<file path="src/rtl/mux_nch_stream_pkg.sv">
// Shared constants, output-stage state type and one-hot helper for mux_nch_stream.
package mux_pkg;

    localparam logic MODE_FIXED = 1'b0;
    localparam logic MODE_RR    = 1'b1;
    localparam int   MUX_MAX_CH = 16;

    typedef enum logic {
        ST_EMPTY,
        ST_FULL
    } out_state_t;

    // OR-ing the indices of set bits gives the exact index for a one-hot input.
    function automatic int onehot_to_idx(input logic [MUX_MAX_CH-1:0] oh);
        int idx;
        idx = 0;
        for (int i = 0; i < MUX_MAX_CH; i++) begin
            if (oh[i]) idx = idx | i;
        end
        return idx;
    endfunction

endpackage

</file>
<file path="src/rtl/mux_nch_stream_rr_arbiter.sv">
// Combinational rotate-priority encoder: the first request after ptr wins.
module rr_arbiter
    import mux_pkg::*;
#(
    parameter  int CHANNELS = 4,
    localparam int SEL_W    = $clog2(CHANNELS)
) (
    input  logic [CHANNELS-1:0] req,
    input  logic [SEL_W-1:0]    ptr,
    output logic                grant_vld,
    output logic [SEL_W-1:0]    grant_idx
);

    logic [CHANNELS-1:0]   grant_oh;
    logic [MUX_MAX_CH-1:0] oh_pad;

    always_comb begin
        grant_oh  = '0;
        grant_vld = 1'b0;
        for (int i = 1; i <= CHANNELS; i++) begin
            if (!grant_vld && req[(int'(ptr) + i) % CHANNELS]) begin
                grant_oh[(int'(ptr) + i) % CHANNELS] = 1'b1;
                grant_vld = 1'b1;
            end
        end
        oh_pad                 = '0;
        oh_pad[CHANNELS-1:0]   = grant_oh;
        grant_idx              = SEL_W'(onehot_to_idx(oh_pad));
    end

endmodule

</file>
<file path="src/rtl/mux_nch_stream.sv">
// N-channel stream mux with fixed-select or round-robin grant and a one-deep output register.
// Define MUX_NCH_PARITY_EN to add the registered y_parity_out port.
module mux_nch_stream
    import mux_pkg::*;
#(
    parameter  int WIDTH    = 8,
    parameter  int CHANNELS = 4,
    localparam int SEL_W    = $clog2(CHANNELS)
) (
    input  logic                      clk_in,
    input  logic                      rst_in,
    input  logic                      mode_in,
    input  logic [SEL_W-1:0]          sel_in,
    input  logic [CHANNELS*WIDTH-1:0] data_in,
    input  logic [CHANNELS-1:0]       valid_in,
    output logic [CHANNELS-1:0]       ready_out,
    output logic [WIDTH-1:0]          y_out,
    output logic                      y_valid_out,
    output logic [SEL_W-1:0]          y_ch_out,
`ifdef MUX_NCH_PARITY_EN
    output logic                      y_parity_out,
`endif
    input  logic                      y_ready_in
);

    out_state_t       state_q, state_d;
    logic [WIDTH-1:0] y_q, y_d;
    logic [SEL_W-1:0] ch_q, ch_d;
    logic [SEL_W-1:0] rr_ptr_q, rr_ptr_d;

    logic             rr_vld;
    logic [SEL_W-1:0] rr_idx;
    logic             fix_vld;
    logic             grant_vld;
    logic [SEL_W-1:0] grant_idx;
    logic             load_en;
    logic             xfer;
    logic [WIDTH-1:0] word;

    rr_arbiter #(.CHANNELS(CHANNELS)) u_arb (
        .req       (valid_in),
        .ptr       (rr_ptr_q),
        .grant_vld (rr_vld),
        .grant_idx (rr_idx)
    );

    always_comb begin
        // Compare against each legal index so an out-of-range sel_in never indexes valid_in.
        fix_vld = 1'b0;
        for (int c = 0; c < CHANNELS; c++) begin
            if (sel_in == SEL_W'(c) && valid_in[c]) fix_vld = 1'b1;
        end
        grant_vld = (mode_in == MODE_RR) ? rr_vld : fix_vld;
        grant_idx = (mode_in == MODE_RR) ? rr_idx : sel_in;
        load_en   = (state_q == ST_EMPTY) || y_ready_in;
        xfer      = load_en && grant_vld && !rst_in;

        ready_out = '0;
        word      = '0;
        for (int c = 0; c < CHANNELS; c++) begin
            if (grant_idx == SEL_W'(c)) begin
                word         = data_in[c*WIDTH +: WIDTH];
                ready_out[c] = xfer;
            end
        end
    end

    always_comb begin
        state_d  = state_q;
        y_d      = y_q;
        ch_d     = ch_q;
        rr_ptr_d = rr_ptr_q;
        case (state_q)
            ST_EMPTY: if (xfer) state_d = ST_FULL;
            ST_FULL:  if (y_ready_in && !xfer) state_d = ST_EMPTY;
            default:  state_d = ST_EMPTY;
        endcase
        if (xfer) begin
            y_d  = word;
            ch_d = grant_idx;
            if (mode_in == MODE_RR) rr_ptr_d = grant_idx;
        end
    end

    always_ff @(posedge clk_in or posedge rst_in) begin
        if (rst_in) begin
            state_q  <= ST_EMPTY;
            y_q      <= '0;
            ch_q     <= '0;
            rr_ptr_q <= SEL_W'(CHANNELS - 1);
        end else begin
            state_q  <= state_d;
            y_q      <= y_d;
            ch_q     <= ch_d;
            rr_ptr_q <= rr_ptr_d;
        end
    end

    assign y_out       = y_q;
    assign y_ch_out    = ch_q;
    assign y_valid_out = (state_q == ST_FULL);

`ifdef MUX_NCH_PARITY_EN
    logic par_q, par_d;

    always_comb begin
        par_d = xfer ? ^word : par_q;
    end

    always_ff @(posedge clk_in or posedge rst_in) begin
        if (rst_in) par_q <= 1'b0;
        else        par_q <= par_d;
    end

    assign y_parity_out = par_q;
`endif

endmodule

</file>
<file path="config.mk">
export PLATFORM = sky130hd
export DESIGN_NAME = mux_nch_stream
export DESIGN_NICKNAME = d
export VERILOG_FILES = /design/src/rtl/mux_nch_stream_pkg.sv /design/src/rtl/mux_nch_stream_rr_arbiter.sv /design/src/rtl/mux_nch_stream.sv
export SDC_FILE = /design/constraint.sdc
export NUM_CORES = 1
export LEC_CHECK = 0
export CAP_MARGIN = 20
export CORE_ASPECT_RATIO = 0.8
export CORE_UTILIZATION = 30
export DETAILED_ROUTE_END_ITERATION = 12
export GPL_TIMING_DRIVEN = 0
export PLACE_DENSITY = 0.6
export SLEW_MARGIN = 0
export SYNTH_ARGS = -nofsm -noshare
export SYNTH_HDL_FRONTEND = slang
export SYNTH_SLANG_ARGS = --single-unit
</file>
<file path="constraint.sdc">
create_clock -name clk_in -period 9.52 [get_ports clk_in]
set_input_delay 0.952 -clock clk_in [delete_from_list [all_inputs] [get_ports clk_in]]
set_output_delay 0.952 -clock clk_in [all_outputs]
set_load 0.005 [all_outputs]
</file>
==> results of run 1 <==
[synth_stat cells]
cell type / number / area, um^2
nand2_1: 13 / 48.80
dfrtp_1: 11 / 275.3
mux2i_1: 10 / 100.1
nor2_1: 10 / 37.54
a41oi_1: 8 / 70.07
a2111oi_2: 7 / 105.1
a211oi_2: 7 / 87.58
ha_1: 7 / 87.58
inv_1: 6 / 22.52
mux4_2: 5 / 112.6
a21oi_1: 3 / 15.01
and3_1: 3 / 18.77
buf_6: 3 / 33.78
o21a_1: 3 / 22.52
o21ai_1: 3 / 15.01
a21o_1: 2 / 15.01
buf_2: 2 / 10.01
clkbuf_1: 2 / 7.510
clkbuf_2: 2 / 10.01
dfstp_2: 2 / 52.55
nand3b_1: 2 / 15.01
nor3_1: 2 / 10.01
o41ai_2: 2 / 32.53
or2_1: 2 / 12.51
or2_2: 2 / 12.51
a2111oi_0: 1 / 8.760
a211oi_1: 1 / 7.510
a21oi_2: 1 / 8.760
a22o_1: 1 / 8.760
a22oi_2: 1 / 12.51
and2_1: 1 / 6.260
and3b_1: 1 / 8.760
nand3_1: 1 / 5.000
nor2b_1: 1 / 6.260
nor4_1: 1 / 6.260
nor4b_4: 1 / 23.77
o41a_1: 1 / 11.26
or2b_1: 1 / 7.510
[cells by family (layout without fill, tap and decap cells)]
| family | after synthesis | after routing | share of synthesized area, % |
|---|---|---|---|
| muxes | 15 | 15 | 15.74 |
| adders and majority gates | 7 | 7 | 6.481 |
| AOI/OAI and AO/OA | 41 | 41 | 31.11 |
| buffers and inverters | 15 | 75 | 6.204 |
| and+or+nand+nor | 41 | 41 | 16.20 |
| DFF | 13 | 13 | 24.26 |
[state kept, by name, indices dropped and copies added, names as in the netlist]
register,cells
y_valid_out,1
y_out,8
rr_ptr_q,2
y_ch_out,2
[power breakdown]
part | switching (W) | internal, W | total [W]
Clock | 0.0000220 | 0.0000290 | 0.0000510
Combinational | 0.000198 | 0.000186 | 0.000384
Sequential | 0.0000194 | 0.0000848 | 0.000104
Total | 0.000240 | 0.000299 | 0.000539
[worst reg2reg max path, cell delays in order (launching register included)]
cell	delay [ns]
dfstp_2	0.57
buf_6	0.13
inv_1	0.09
ha_1	0.35
mux4_2	0.59
and3b_1	0.21
o21ai_1	0.45
a41oi_1	0.18
a2111oi_0	0.52
a211oi_1	0.10
[routing by layer]
metal | global-route usage, % | vias to the layer above | routed length [um] | part of all wire (%)
li1 | - | 632 | - | -
met1 | 21.72 | 619 | 1745 | 45
met2 | 29.08 | 31 | 1896 | 49
met3 | 3.358 | 2 | 211 | 5.4
met4 | 2.965 | 0 | 23 | 0.59
met5 | 0 | - | 0 | 0
[cells in the final DEF (no fill, tap or decap), types with 3 or more instances in the layout]
master / count
mux2i_1: 10
inv_1: 6
nand2_1: 13
o21a_1: 3
mux4_2: 5
clkbuf_8: 3
and3_1: 3
a21oi_1: 3
a41oi_1: 8
a2111oi_2: 7
dfrtp_1: 11
a211oi_2: 7
ha_1: 7
clkdlybuf4s50_1: 56
nor2_1: 10
buf_6: 3
o21ai_1: 3
[worst max-delay path by stage]
stage / start / end / depth (start not counted)
5_1_grt: valid_in[1] / ready_out[1] / 9
4_1_cts: valid_in[1] / ready_out[3] / 9
6_report: valid_in[1] / ready_out[3] / 9
3_3_place_gp: valid_in[1] / ready_out[2] / 8
3_5_place_dp: valid_in[1] / ready_out[3] / 9
2_1_floorplan: rr_ptr_q[0] / ready_out[1] / 10
[final cells by class]
cell class                 count  area [um^2]  area share [%]
tap                           57        71.32           3.514
buffer                         9        61.31           3.021
sequential                    13        327.8           16.15
clock buffer                   3        41.29           2.035
inverter                       6        22.52           1.110
multi-input combinational    104        939.7           46.30
clock inverter                 1        5.005          0.2466
timing repair buffer          56        560.5           27.62
[metrics by stage]
step	area, um^2	total power (W)
final	2029	0.0005391
after global routing	2029	0.0005843
after CTS	2029	0.0005421
after detailed placement	1983	0.0004897
after global placement	1983	0.0004798
after floorplan	1351	0.0003636
==> impl_results.md, run 1 <==
- Status: finished, final reports clean
- Crit-path leading delay family: buffers and inverters
- Final WL: 3.876 mm
- Crit path max fanout: 10
- Die W: 77.04 um
- Overflow after GRT: 0
- Layout Utilization: 47.68%
- Cell mode on critical path: clkdlybuf4s50_1
- Initial antenna violation count: 0
- Hold path startpoint: y_ch_out[0]
- Pin count of the biggest net entering global routing: 14
- Post-DP HPWL: roughly 3.2 mm
- Endpoint class of the critical path: output port
- Final TNS setup: 0 ns
- Relative slew margins: 62.17%
- Initial Utilization: 31.75%
- Max-slew violation count: 0
- Overall routing resource usage: 16.51%
- Routed WL per cell: 15.57 um
- CP arrival: 3.84 ns
- Core area: roughly 4300 um^2
- Rows: 21
- Cts repair resizes: 0
- CTS Hold Buffers Added: 0
- Vias in the first global route: 1296
- Reg-to-reg endpoint: y_out[6]
- VDD IR max: 0.1170 mV
- Netlist area before placement: 1351 um^2
- Htree depth: 1
- Hold Crit Class: reg -> reg
- Worst setup SP type: input pin
- RD Place Congestion: 0.8646
- First-pass GRT wire length: 6.099 mm
- RSZ-0062 raised after global routing: false
- Kind of critical path: in -> out
- Root Buffer: clkbuf_8
- Hold Path End: y_ch_out[0]
- Synth Area per Inst: 10.24 um^2
- Data required time of the worst path: 8.57 ns
- N_diodes: 0
- Lkg Pwr: 0.8204 nW
- Syn-to-layout area delta: 50.19%
- Fin Hold WS: 0.4811 ns
- Worst stage delay on the critical path: 0.61 ns
- YS warnings: 0
- Worst-Skew Late Latency: 0.25 ns
- DP Worst Slack: between 4 and 5 ns
- Die area: around 4800 um^2
- Final cell count without fillers: between 200 and 250
- Layout cells sized above 1: between 20% and 30%
- Hold Vio Cnt, Final: 0
- Setup ws final: 4.732 ns
- TritonRoute pass-1 iters: 4
- Pwr dens: 265.6 nW/um^2
- Drt first-iter violations: 77
- TritonCTS clock tree: yes
- Final setup viols: 0
- Clock transition at path regs: 0.06 ns
- Postcts setup bufs: 0
- Layout fillers: 403
- Worst r2r path cells: 9
- Max_cap viols: 0
- # DRC: 0
- Flop2flop setup slack: 6.18 ns
- Buffers on Ports: 56
- Post-route ant nets: 0
- Placed insts: between 200 and 250
- Sink Count: 13
- Tmin final: between 4 and 5 ns
- Worst-Margin Slew: 0.5637 ns
- Distinct cells, synth: 38
- # IOs: 57
- Vias: ~1300
- Worst Path Buf+Inv: 3
- Worst path cell trace: clkdlybuf4s50_1 > mux4_2 > nand3b_1 > a22oi_2 > o41ai_2 > buf_2 > or2_1 > nor2_1 > clkdlybuf4s50_1
- TritonCTS Buffers: 3
- WHS Path Cells: 2
- Critical Path Slowest Stage Cell: mux4_2
- Mapped Nets: ~180
- Final period util: 50.29%
- Max Clk Rate: approximately 0.21 GHz
- Setup Skew: 0.004860 ns
- Sequential-to-total area share from yosys stat: 24.26%
- Nets: ~240
- CTS Buffer Depth: 2
- Die Span Y: 62.03 um
- Via density: 5.157
- Cell count after synthesis: 132
- #FFs+latches synth: 13
- Critical R2R Launch: rr_ptr_q[0]
Note: power is estimated with default switching activity, not from simulation.
==> inputs of run 2 (changes only) <==
==> constraint.sdc (replaced) <==
create_clock -name clk_in -period 4.93 [get_ports clk_in]
set_input_delay 0.493 -clock clk_in [delete_from_list [all_inputs] [get_ports clk_in]]
set_output_delay 0.493 -clock clk_in [all_outputs]
set_load 0.005 [all_outputs]
==> results of run 2 <==
Same layout as run 1 (identical final DEF). Status: finished, final reports clean.
Among the figures that moved: setup slack after placement 4.727 ns -> 0.9560 ns; setup slack after layout 4.732 ns -> 0.6902 ns; start point of the critical path valid_in[1] -> rr_ptr_q[0]; register-to-register setup slack 6.18 ns -> 1.59 ns; total power 0.0005391 W -> 0.001041 W; worst IR drop on VDD 0.1170 mV -> 0.2259 mV
